===== config.mk =====
export PLATFORM = sky130hd
export DESIGN_NAME = instruction_fetch_unit
export DESIGN_NICKNAME = d
export VERILOG_FILES = /design/src/rtl/fetch_pkg.sv /design/src/rtl/fetch_fifo.sv /design/src/rtl/instruction_fetch_unit.sv
export SDC_FILE = /design/constraint.sdc
export NUM_CORES = 1
export LEC_CHECK = 0
export CAP_MARGIN = 15
export CORE_MARGIN = 8
export CORE_UTILIZATION = 40
export DETAILED_ROUTE_END_ITERATION = 10
export PLACE_DENSITY = 0.66
export SETUP_SLACK_MARGIN = 0.15
export SLEW_MARGIN = 20
export SYNTH_ARGS = -nofsm -noshare
export SYNTH_HDL_FRONTEND = slang
export SYNTH_SLANG_ARGS = --single-unit

===== constraint.sdc =====
create_clock -name clk_i -period 3.15 [get_ports clk_i]
set_input_delay 0.315 -clock clk_i [delete_from_list [all_inputs] [get_ports clk_i]]
set_output_delay 0.315 -clock clk_i [all_outputs]
set_load 0.05 [all_outputs]

===== src/rtl/fetch_pkg.sv =====
// Shared types and constants for the RV32I instruction fetch stage.
package fetch_pkg;

    localparam logic [31:0] NOP_INSTR            = 32'h0000_0013;
    localparam logic [31:0] DEFAULT_RESET_VECTOR = 32'h0000_0000;

    typedef struct packed {
        logic [31:0] pc;
        logic [31:0] instr;
    } fetch_entry_t;

endpackage


===== src/rtl/fetch_fifo.sv =====
// Two-entry fetch buffer; head is always slot 0 and is a plain register.
module fetch_fifo
    import fetch_pkg::*;
#(
    parameter int DEPTH = 2
) (
    input  logic         clk_i,
    input  logic         rst_i,
    input  logic         flush,
    input  logic         push,
    input  logic         pop,
    input  fetch_entry_t din,
    output fetch_entry_t head,
    output logic [1:0]   count,
    output logic         full,
    output logic         empty
);

    fetch_entry_t slot0_q, slot1_q;
    logic [1:0]   count_q;
    logic         do_push, do_pop;

    assign full    = (count_q == 2'(DEPTH));
    assign empty   = (count_q == 2'd0);
    assign do_pop  = pop & ~empty;
    assign do_push = push & (~full | do_pop);

    always_ff @(posedge clk_i) begin
        if (rst_i || flush) begin
            count_q <= 2'd0;
            slot0_q <= '0;
            slot1_q <= '0;
        end else begin
            case ({do_push, do_pop})
                2'b11: begin
                    // Entry 1 (if any) advances to the head; the new word takes its place.
                    if (count_q == 2'd1) begin
                        slot0_q <= din;
                    end else begin
                        slot0_q <= slot1_q;
                        slot1_q <= din;
                    end
                end
                2'b10: begin
                    if (count_q == 2'd0) slot0_q <= din;
                    else                 slot1_q <= din;
                    count_q <= count_q + 2'd1;
                end
                2'b01: begin
                    slot0_q <= slot1_q;
                    count_q <= count_q - 2'd1;
                end
                default: ;
            endcase
        end
    end

    assign head  = slot0_q;
    assign count = count_q;

endmodule


===== src/rtl/instruction_fetch_unit.sv =====
// RV32I fetch stage: PC, fetch buffer, redirect handling.
// Optional misaligned-redirect trap under `FETCH_MISALIGN_TRAP_EN.
module instruction_fetch_unit
    import fetch_pkg::*;
#(
    parameter logic [31:0] RESET_VECTOR = DEFAULT_RESET_VECTOR,
    parameter int          FIFO_DEPTH   = 2
) (
    input  logic        clk_i,
    input  logic        rst_i,
    output logic [31:0] instruction_address_o,
    input  logic [31:0] instruction_data_i,
    input  logic        redirect_valid_i,
    input  logic [31:0] redirect_pc_i,
    output logic        id_valid_o,
    input  logic        id_ready_i,
    output logic [31:0] id_instruction_o,
    output logic [31:0] id_pc_o,
    output logic [31:0] id_pc_plus4_o,
    output logic        misaligned_o
);

    logic [31:0]  pc_q;
    logic         pop, fetch, halted;
    logic         full, empty;
    logic [1:0]   unused_count;
    fetch_entry_t head;

    assign pop   = ~empty & id_ready_i;
    assign fetch = ~redirect_valid_i & (~full | pop) & ~halted;

    always_ff @(posedge clk_i) begin
        if (rst_i)                 pc_q <= RESET_VECTOR;
        else if (redirect_valid_i) pc_q <= redirect_pc_i & ~32'h3;
        else if (fetch)            pc_q <= pc_q + 32'd4;
    end

`ifdef FETCH_MISALIGN_TRAP_EN
    logic misaligned_q;

    // Flag and halt are the same condition: set by a misaligned redirect,
    // cleared by any aligned one.
    always_ff @(posedge clk_i) begin
        if (rst_i)                 misaligned_q <= 1'b0;
        else if (redirect_valid_i) misaligned_q <= |redirect_pc_i[1:0];
    end

    assign halted       = misaligned_q;
    assign misaligned_o = misaligned_q;
`else
    assign halted       = 1'b0;
    assign misaligned_o = 1'b0;
`endif

    fetch_fifo #(.DEPTH(FIFO_DEPTH)) u_fifo (
        .clk_i (clk_i),
        .rst_i (rst_i),
        .flush (redirect_valid_i),
        .push  (fetch),
        .pop   (pop),
        .din   ('{pc: pc_q, instr: instruction_data_i}),
        .head  (head),
        .count (unused_count),
        .full  (full),
        .empty (empty)
    );

    assign instruction_address_o = pc_q;
    assign id_valid_o            = ~empty;
    assign id_instruction_o      = empty ? NOP_INSTR : head.instr;
    assign id_pc_o               = empty ? 32'd0 : head.pc;
    assign id_pc_plus4_o         = empty ? 32'd0 : head.pc + 32'd4;

endmodule


==> results of run 1 <==
## per-stage QoR
stage / cell area (µm²) / total power [W]
after floorplan: 8620 / 0.00320
after global placement: 10700 / 0.00369
after detailed placement: 10700 / 0.00370
after CTS: 11300 / 0.00579
after global routing: 11400 / 0.00604
final: 11400 / 0.00577
## power groups by stage
| stage | sequential (W) | combinational, W | clock [W] |
|---|---|---|---|
| after floorplan | 0.00229 | 0.000914 | 0 |
| after global placement | 0.00224 | 0.00145 | 0 |
| after detailed placement | 0.00225 | 0.00145 | 0 |
| after CTS | 0.00220 | 0.00146 | 0.00213 |
| after global routing | 0.00223 | 0.00158 | 0.00223 |
| final | 0.00221 | 0.00145 | 0.00211 |
## layer usage
metal  part of all wire [%]  wire [µm]  up-vias  GRT usage [%]
li1                       -          -     4325              -
met1                     46      12400     4026           27.2
met2                     45      12200      281           30.6
met3                    7.2       1950       40           4.90
met4                    1.9        518        0           6.34
met5                      0          0        -              0
## cell type report
class / count / area [µm²]
multi-input cells: 857 / 5040
inverters: 20 / 77.6
well taps: 275 / 344
repair buffers: 224 / 2170
flip-flops and latches: 156 / 3120
clock buffers: 19 / 433
fillers: 2021 / 9730
clock inverters: 13 / 166
## worst reg2reg max path, stage by stage, from the launching register on
cell and delay [ps]:
dfxtp_1 370, inv_1 110, ha_4 180, nor2b_1 140, buf_4 210, inv_4 120, ha_1 270, a22oi_1 340
o21a_2 360, buf_12 260, nand2_1 100, a21oi_1 160
## flip-flops by register name, summed over array words and instances (netlist names)
signal                 cells
instruction_address_o     30
u_fifo.count               2
u_fifo.head               62
u_fifo.slot1_q            62
## kinds of logic (layout without fill, tap and decap cells)
kind of cell / after synthesis / count (layout)
and+or+nand+nor: 489 / 489
buffers and inverters: 134 / 276
other: 1 / 7
AOI/OAI and AO/OA: 283 / 283
DFF: 156 / 156
xor gates and xnor gates: 22 / 22
adders and majority gates: 8 / 8
muxes: 48 / 48
## how the worst max path moves through the flow
stage,slack [ps],end,from,depth (start not counted)
after floorplan,450,id_pc_plus4_o[18],u_fifo.head[34],6
final,270,id_pc_plus4_o[31],u_fifo.head[41],6
after detailed placement,260,id_pc_plus4_o[27],u_fifo.head[45],5
after global placement,240,id_pc_plus4_o[27],u_fifo.head[45],5
after global routing,150,id_pc_plus4_o[29],u_fifo.head[45],6
after CTS,160,id_pc_plus4_o[16],u_fifo.head[34],7
## cells in the mapped netlist, types with 2 or more instances
master / number / area [µm²]
a211oi_1: 13 / 97.6
a311o_1: 2 / 20.0
o21ai_0: 14 / 70.1
mux2_2: 12 / 135
nand2_1: 219 / 822
ha_1: 8 / 100
a2111oi_0: 5 / 43.8
a2111o_1: 4 / 45.0
or2_2: 5 / 31.3
o31ai_1: 9 / 67.6
or3_1: 8 / 50.1
a21oi_1: 142 / 711
a31oi_1: 2 / 12.5
a311oi_1: 13 / 114
nand3_1: 21 / 105
and4_1: 6 / 52.6
buf_2: 7 / 35.0
clkbuf_1: 89 / 334
nor2b_1: 60 / 375
nand4_1: 19 / 119
and2_1: 3 / 18.8
dfxtp_1: 156 / 3120
nor3_1: 39 / 195
clkbuf_2: 2 / 10.0
nor4_1: 8 / 50.1
buf_1: 8 / 30.0
a221oi_1: 64 / 561
nor2_1: 80 / 300
o211ai_1: 2 / 15.0
mux2i_1: 36 / 360
xor2_1: 13 / 114
buf_4: 8 / 60.1
inv_1: 19 / 71.3
xnor2_1: 9 / 78.8
and3_1: 10 / 62.6
or4_1: 8 / 60.1
## what timing repair did
| item | CTS | global route |
|---|---|---|
| setup buffers | 1 | 0 |
| endpoints found under the setup margin | 13 | 14 |
| pin swaps | 1 | 0 |
| gates resized for setup | 13 | 13 |
==> impl_metrics.yaml, run 1 <==
global_route:
  grt_pass1_vias: 7995
  track_usage_pct: 20.0
  grt-ovfl-total: 0
  grt_max_degree: 96
  antenna_found_initial: 0
  grt_pass1_wl_um: 43400
clocking:
  cts-hold-fix-buffers: 0
  path_clk_slew_ps: 60
  cts_root_buf: "clkbuf_16"
  cts_inserted_buffers: 17
  clock-sinks: 156
  clockBufferDepth: 2
  clk_latency_ps: 440
  htree_levels: 4
  cts_tree: "yes"
yosys:
  synth_xor_area_share_pct: 2.24
  async_reset_ff_share_pct: 0
  synthAdderAreaFrac_pct: 1.16
  synth_edf_count: 0
  ys_types: 54
  syn_inst: 1141
  synth_compound_area_share_pct: 21.8
  synth_warnings: 0
  ys.flop_type: "dfxtp_1"
  yosys_register_bits: 156
  synth.mux.area_fraction_pct: 5.76
  ys_seq_area_share_pct: 36.3
  synth_top_family_by_area: "simple AND/OR/NAND/NOR gates"
  synthSimpleGateAreaFrac_pct: 26.3
  syn_area_per_cell_um2: 7.54
  syn_area_mm2: 0.00860
setup_path:
  end_kind: "output port"
  start_kind: "flop"
  crit_family: "simple AND/OR/NAND/NOR gates"
  cp_slowest_cell: "dfxtp_1"
  reg2reg_depth: 11
  crit_required_ps: 2830
  reg2reg_slack_ps: 450
  critical_path_class: "reg -> out"
  critPathMaxFanout: 7
  regToRegStartpoint: "u_fifo.count[0]"
  cp_slowest_stage_delay_ps: 450
  cp.arrival_ps: 2570
  r2r-end: "u_fifo.slot1_q[6]"
  crit_buf_inv: 2
  path_cells: "and3_1 -> buf_4 -> nand4_1 -> nor4_1 -> mux2_2 -> dlygate4sd2_1"
timing:
  relSlewSlack_pct: 48.0
  finalCriticalPeriod_ps: 2880
  hold_violations: 0
  fin_crit_sh_pct: 91.5
  timing.final.ws_setup_ps: 268
  tns_ps: 0
  setup_viol: 0
  grt_setup_unrepaired: "no"
  maxSlewViolCount: 0
  fmax_mhz: 347
  skew_ps: 15.3
  holdWs_ps: 447
  worst_pin_slew_ps: 780
hold_path:
  hold_depth: 2
  hold_class: "reg -> reg"
  whs_endpoint: "u_fifo.head[31]"
  worstHoldStart: "u_fifo.head[31]"
die:
  die-area_mm2: 0.0265
  die_y_um: 163
  num_rows: 53
  initial_core_util_pct: 40.8
  io_pins: 198
  core_mm2: 0.0211
  fp.dieW_um: 163
pwr:
  ir_drop_uv: 390
  p_sw_w: 0.00193
  switching_share_pct: 33.5
  p_leak_nw: 3.86
  clkPwrFrac_pct: 36.6
  seq_power_share_pct: 38.3
  power_density_mw_per_mm2: 508
  p_comb_share_pct: 25.2
  internal_power_w: 0.00384
job:
  drv_cap: 0
detailed_routing:
  firstDrtPassIters: 5
  ant_nets: 0
  vias: 8672
  drc_errors: 0
  drt-total-wl_um: 27100
  drt-wirelength-per-cell_um: 17.3
  drt_iter0_markers: 723
  avgViaCountPerCell: 5.54
finish:
  final_cell_mix: "nand2_1, clkdlybuf4s50_1, dfxtp_1"
  nNetsFinal: 1352
  drive_above_1_share_pct: 8.07
  areaGrowthSynthToFinish_pct: 32.0
  final_util_pct: 53.9
  layout_commonest_cell: "nand2_1"
  final_cell_count_no_fill: 1564
  diodes: 0
place:
  portBuffers: 188
  dp.cells: 1531
  gp_congestion: 0.850
  dp_slack_ps: 259
  dp_hpwl_um: 18700
outcome:
  status: "finished clean"
Power figures use the tool's default switching activity.
==> run 2: changes to the inputs <==
--- a/config.mk
+++ b/config.mk
@@ -5,11 +5,12 @@
 export SDC_FILE = /design/constraint.sdc
 export NUM_CORES = 1
 export LEC_CHECK = 0
+export ABC_AREA = 1
 export CAP_MARGIN = 15
 export CORE_MARGIN = 8
 export CORE_UTILIZATION = 40
+export CTS_BUF_LIST = sky130_fd_sc_hd__clkbuf_8
 export DETAILED_ROUTE_END_ITERATION = 10
-export PLACE_DENSITY = 0.66
 export SETUP_SLACK_MARGIN = 0.15
 export SLEW_MARGIN = 20
 export SYNTH_ARGS = -nofsm -noshare
==> impl_metrics.yaml, run 2 <==
outcome:
  status: "finished clean"
setup_path:
  critPathCapture: "id_pc_plus4_o[29]"
  reg2reg_depth: 14
  critical_path_class: "reg -> out"
  crit_required_ps: 2830
  critPathMaxFanout: 7
  path_common_cell: "nor2_1"
  start_kind: "flop"
  regToRegStartpoint: "u_fifo.count[0]"
  crit_start: "u_fifo.head[37]"
  path_cells: "nand2_2 -> nor2_1 -> nand3_1 -> nor3_1 -> xor2_1 -> nor2_1 -> clkdlybuf4s15_1"
  cp.arrival_ps: 2580
  cp_slowest_stage_delay_ps: 510
  r2r-end: "u_fifo.head[21]"
  cp_slowest_cell: "dfxtp_1"
  end_kind: "output port"
  reg2reg_slack_ps: 410
detailed_routing:
  drt-total-wl_um: 31900
  drt_iter0_markers: 775
  drc_errors: 0
  avgViaCountPerCell: 5.15
  drt-wirelength-per-cell_um: 16.0
  vias: 10258
  firstDrtPassIters: 5
  ant_nets: 0
pwr:
  ir_drop_uv: 252
  power_density_mw_per_mm2: 441
  p_leak_nw: 4.43
clocking:
  htree_levels: 4
  clock-sinks: 156
  cts_tree: "yes"
  path_clk_slew_ps: 90
  clockBufferDepth: 2
  cts_root_buf: "clkbuf_8"
  clk_latency_ps: 460
  cts_setup_buffers: 0
  cts_inserted_buffers: 17
  cts-hold-fix-buffers: 0
yosys:
  synthTopCellsByArea: "dfxtp_1, o21ai_0, nand2_1, a21oi_1, inv_1"
  yosys-top-cells-count: "nand2_1, inv_1, o21ai_0"
  yosys_register_bits: 156
  ys_types: 39
  syn_inst: 1527
  syn_area_mm2: 0.00955
  yosys.area.top_type_share_pct: 32.7
  synth.most_common_cell: "nand2_1"
  synth_edf_count: 0
  ys.flop_type: "dfxtp_1"
  ys_seq_area_share_pct: 32.7
  syn_area_per_cell_um2: 6.25
  synth_top_cell_by_area: "dfxtp_1"
  async_reset_ff_share_pct: 0
  synth_warnings: 0
global_route:
  track_usage_pct: 21.3
  antenna_found_initial: 0
  grt_pass1_wl_um: 50100
  grt-ovfl-total: 0
  grt_max_degree: 83
  grt_pass1_vias: 9438
finish:
  final_cell_count_no_fill: 1993
  final_cell_mix: "nand2_1, inv_1, o21ai_0"
  areaGrowthSynthToFinish_pct: 26.9
  seq_area_mm2: 0.00312
  nNetsFinal: 1737
  diodes: 0
  layout_commonest_cell: "nand2_1"
  stdcell_area_mm2: 0.0121
  drive_above_1_share_pct: 6.09
  nFillCells: 2417
  multi_input_area_mm2: 0.00514
  final_util_pct: 51.6
die:
  core_mm2: 0.0235
  io_pins: 198
  num_rows: 56
  die_y_um: 171
  die-area_mm2: 0.0291
  initial_core_util_pct: 40.7
  fp.dieW_um: 171
timing:
  maxSlewViolCount: 0
  grt_setup_unrepaired: "no"
  fin_crit_sh_pct: 92.0
  skew_ps: 14.4
  tns_ps: 0
  hold_violations: 0
  finalCriticalPeriod_ps: 2900
  setup_viol: 0
  fmax_mhz: 345
  worst_pin_slew_ps: 683
  relSlewSlack_pct: 54.4
  timing.final.ws_setup_ps: 253
place:
  gp_congestion: 0.899
  dp_slack_ps: 245
  portBuffers: 188
  dp_hpwl_um: 23000
  dpl_cell_area_mm2: 0.0117
  dp.cells: 1961
hold_path:
  hold_class: "in -> reg"
job:
  drv_cap: 0
## run 2: what timing repair did
item / CTS / global route
resized for setup: 14 / 25
cloned: 0 / 0
endpoints found under the setup margin: 14 / 21
## run 2: kinds of logic after synthesis
group	after synthesis	synth area share, %
compound gates	510	28.7
simple gates	509	22.5
buf+inv	332	14.0
flops	156	32.7
xor+xnor	11	1.01
fa+ha+maj	8	1.05
other cells	1	0.0393
## run 2: power by group
part	leakage, nW	total, W	switching (W)	internal (W)
clock	0.216	0.00163	0.000869	0.000759
sequential	1.27	0.00223	0.000121	0.00210
combinational	2.94	0.00149	0.00101	0.000488
total	4.43	0.00535	0.00200	0.00335
## run 2: worst min path at each step
stage	start	to	slack, ps	cells past startpoint
floorplan	u_fifo.head[30]	u_fifo.head[30]	430	2
global placement	u_fifo.head[22]	u_fifo.head[22]	450	2
detailed placement	u_fifo.head[7]	u_fifo.head[7]	450	2
CTS	redirect_pc_i[3]	instruction_address_o[3]	390	3
global route	redirect_pc_i[3]	instruction_address_o[3]	440	3
finish	redirect_pc_i[3]	instruction_address_o[3]	420	3
## run 2: critical path: cells and delay by family, from the launching register on
family,cells,cell delay (ps)
buffers and inverters,1,500
DFF,1,510
xor gates and xnor gates,1,130
and+or+nand+nor,5,980
## run 2: area by class of cell
cell class              instances  area share (%)
repair buffers                213            17.9
multi-input cells            1045            42.4
clock inverters                14            1.44
inverters                     228            7.12
flip-flops and latches        156            25.8
clock buffers                  18            2.04
well taps                     319            3.29
## run 2: per-stage QoR
step / total power [W] / hold WS, ps
6_report: 0.00535 / 425
2_1_floorplan: 0.00327 / 427
4_1_cts: 0.00539 / 395
3_3_place_gp: 0.00374 / 446
5_1_grt: 0.00563 / 436
3_5_place_dp: 0.00376 / 447
## run 2: per-layer routing
layer | up-vias | global-route usage (%) | part of all wire [%]
li1 | 5298 | - | -
met1 | 4620 | 30.1 | 49
met2 | 314 | 32.7 | 43
met3 | 26 | 4.49 | 6.9
met4 | 0 | 4.61 | 1.2
met5 | - | 0 | 0
==> run 3: changes to the inputs <==
--- a/config.mk
+++ b/config.mk
@@ -11,6 +11,8 @@
 export CORE_UTILIZATION = 40
 export CTS_BUF_LIST = sky130_fd_sc_hd__clkbuf_8
 export DETAILED_ROUTE_END_ITERATION = 10
+export GPL_ROUTABILITY_DRIVEN = 0
+export PLACE_DENSITY_LB_ADDON = 0.3
 export SETUP_SLACK_MARGIN = 0.15
 export SLEW_MARGIN = 20
 export SYNTH_ARGS = -nofsm -noshare
==> impl_metrics.yaml, run 3 (synthesis results as in run 2) <==
finish:
  diodes: 0
  stdcell_area_mm2: 0.0121
  nNetsFinal: 1733
  areaGrowthSynthToFinish_pct: 26.7
  final_cell_mix: "nand2_1, inv_1, o21ai_0"
  drive_above_1_share_pct: 5.51
  layout_commonest_cell: "nand2_1"
global_route:
  grt_max_degree: 83
  antenna_found_initial: 1
  grt-ovfl-total: 0
  track_usage_pct: 20.8
  grt_pass1_wl_um: 49300
  grt_pass1_vias: 9477
detailed_routing:
  firstDrtPassIters: 5
  drt-total-wl_um: 31400
  ant_nets: 0
  avgViaCountPerCell: 5.28
  drt_iter0_markers: 946
  vias: 10510
  drc_errors: 0
  drt-wirelength-per-cell_um: 15.8
clocking:
  cts_tree: "yes"
  path_clk_slew_ps: 90
  clk_latency_ps: 460
  clockBufferDepth: 2
  cts_root_buf: "clkbuf_8"
  htree_levels: 4
  clock-sinks: 156
  cts_inserted_buffers: 17
die:
  initial_core_util_pct: 40.7
  io_pins: 198
  num_rows: 56
  die_y_um: 171
  fp.dieW_um: 171
  die-area_mm2: 0.0291
  core_mm2: 0.0235
timing:
  skew_ps: 14.5
  fmax_mhz: 351
  finalCriticalPeriod_ps: 2850
  setup_viol: 0
  worst_pin_slew_ps: 693
  maxSlewViolCount: 0
  relSlewSlack_pct: 53.8
  fin_crit_sh_pct: 90.5
  hold_violations: 0
  grt_setup_unrepaired: "no"
  tns_ps: 0
setup_path:
  start_kind: "flop"
  reg2reg_slack_ps: 420
  cp.arrival_ps: 2540
  end_kind: "output port"
  crit_required_ps: 2830
  critPathMaxFanout: 7
  critical_path_class: "reg -> out"
outcome:
  status: "finished clean"
hold_path:
  hold_class: "in -> reg"
pwr:
  ir_drop_uv: 244
  power_density_mw_per_mm2: 445
  p_leak_nw: 4.37
place:
  dp_hpwl_um: 22000
  dpl_cell_area_mm2: 0.0116
  portBuffers: 188
job:
  drv_cap: 0
[run 3: changes by cell type in the layout (fill, tap and decap cells not counted), moves of 2 or more]
cell	previous run	this run
buf_12	10	8
buf_4	19	15
clkbuf_2	6	2
clkdlybuf4s50_1	161	166
clkinv_4	2	0
clkinvlp_4	0	3
dlymetal6s2s_1	9	7
inv_1	220	222
inv_6	6	2
[run 3: what timing repair did]
item	in CTS	in global routing
hold buffers	0	0
pin swaps	0	1
gates resized for setup	11	16
gates cloned	0	1
endpoints found under the setup margin	11	30
endpoints found under the hold margin	0	0
buffers inserted	0	1
[run 3: path summary, 6_finish.rpt]
path                           from                   endpoint  cells past startpoint
setup / recovery    u_fifo.head[39]          id_pc_plus4_o[25]                      7
hold / removal    redirect_pc_i[10]  instruction_address_o[10]                      3
setup reg to reg    u_fifo.count[0]            u_fifo.head[24]                     14
hold reg to reg      u_fifo.head[5]             u_fifo.head[5]                      2
[run 3: power by group]
group / switching, W / total, W / internal (W)
Combinational: 0.00102 / 0.00151 / 0.000491
Clock: 0.000815 / 0.00165 / 0.000835
Sequential: 0.000125 / 0.00223 / 0.00210
[run 3: layer usage]
layer  up-vias  track usage (%)  wire length [µm]
met5         -                0                11
met4         2             5.68               500
met3        37             4.45              2830
met2       410             32.3             13700
met1      4759             28.8             14400
li1       5302                -                 -
[run 3: final cells by class]
type | count | area, µm²
repair buffers | 209 | 2150
flip-flops and latches | 156 | 3120
inverters | 228 | 861
multi-input cells | 1045 | 5140
clock buffers | 19 | 262
fillers | 2350 | 11400
clock inverters | 13 | 165
well taps | 319 | 399
[run 3: worst max-delay path, stage by stage (launching register included)]
cell and delay [ps]:
dfxtp_1 470, nand2_1 130, nor2_1 250, nand4_1 260
nor2_1 200, nand3_1 80, a22oi_1 160, clkdlybuf4s15_1 530
[run 3: through the flow]
step / util (%) / total power (W) / setup WS (ps) / cells / hold WS [ps]
CTS: 51.4 / 0.00539 / 156 / 1987 / 405
finish: 51.6 / 0.00539 / 298 / 1989 / 426
global route: 51.6 / 0.00566 / 154 / 1989 / 434
global placement: 49.6 / 0.00373 / 453 / 1955 / 438
detailed placement: 49.6 / 0.00375 / 372 / 1955 / 446
floorplan: - / 0.00327 / 479 / 1533 / 427
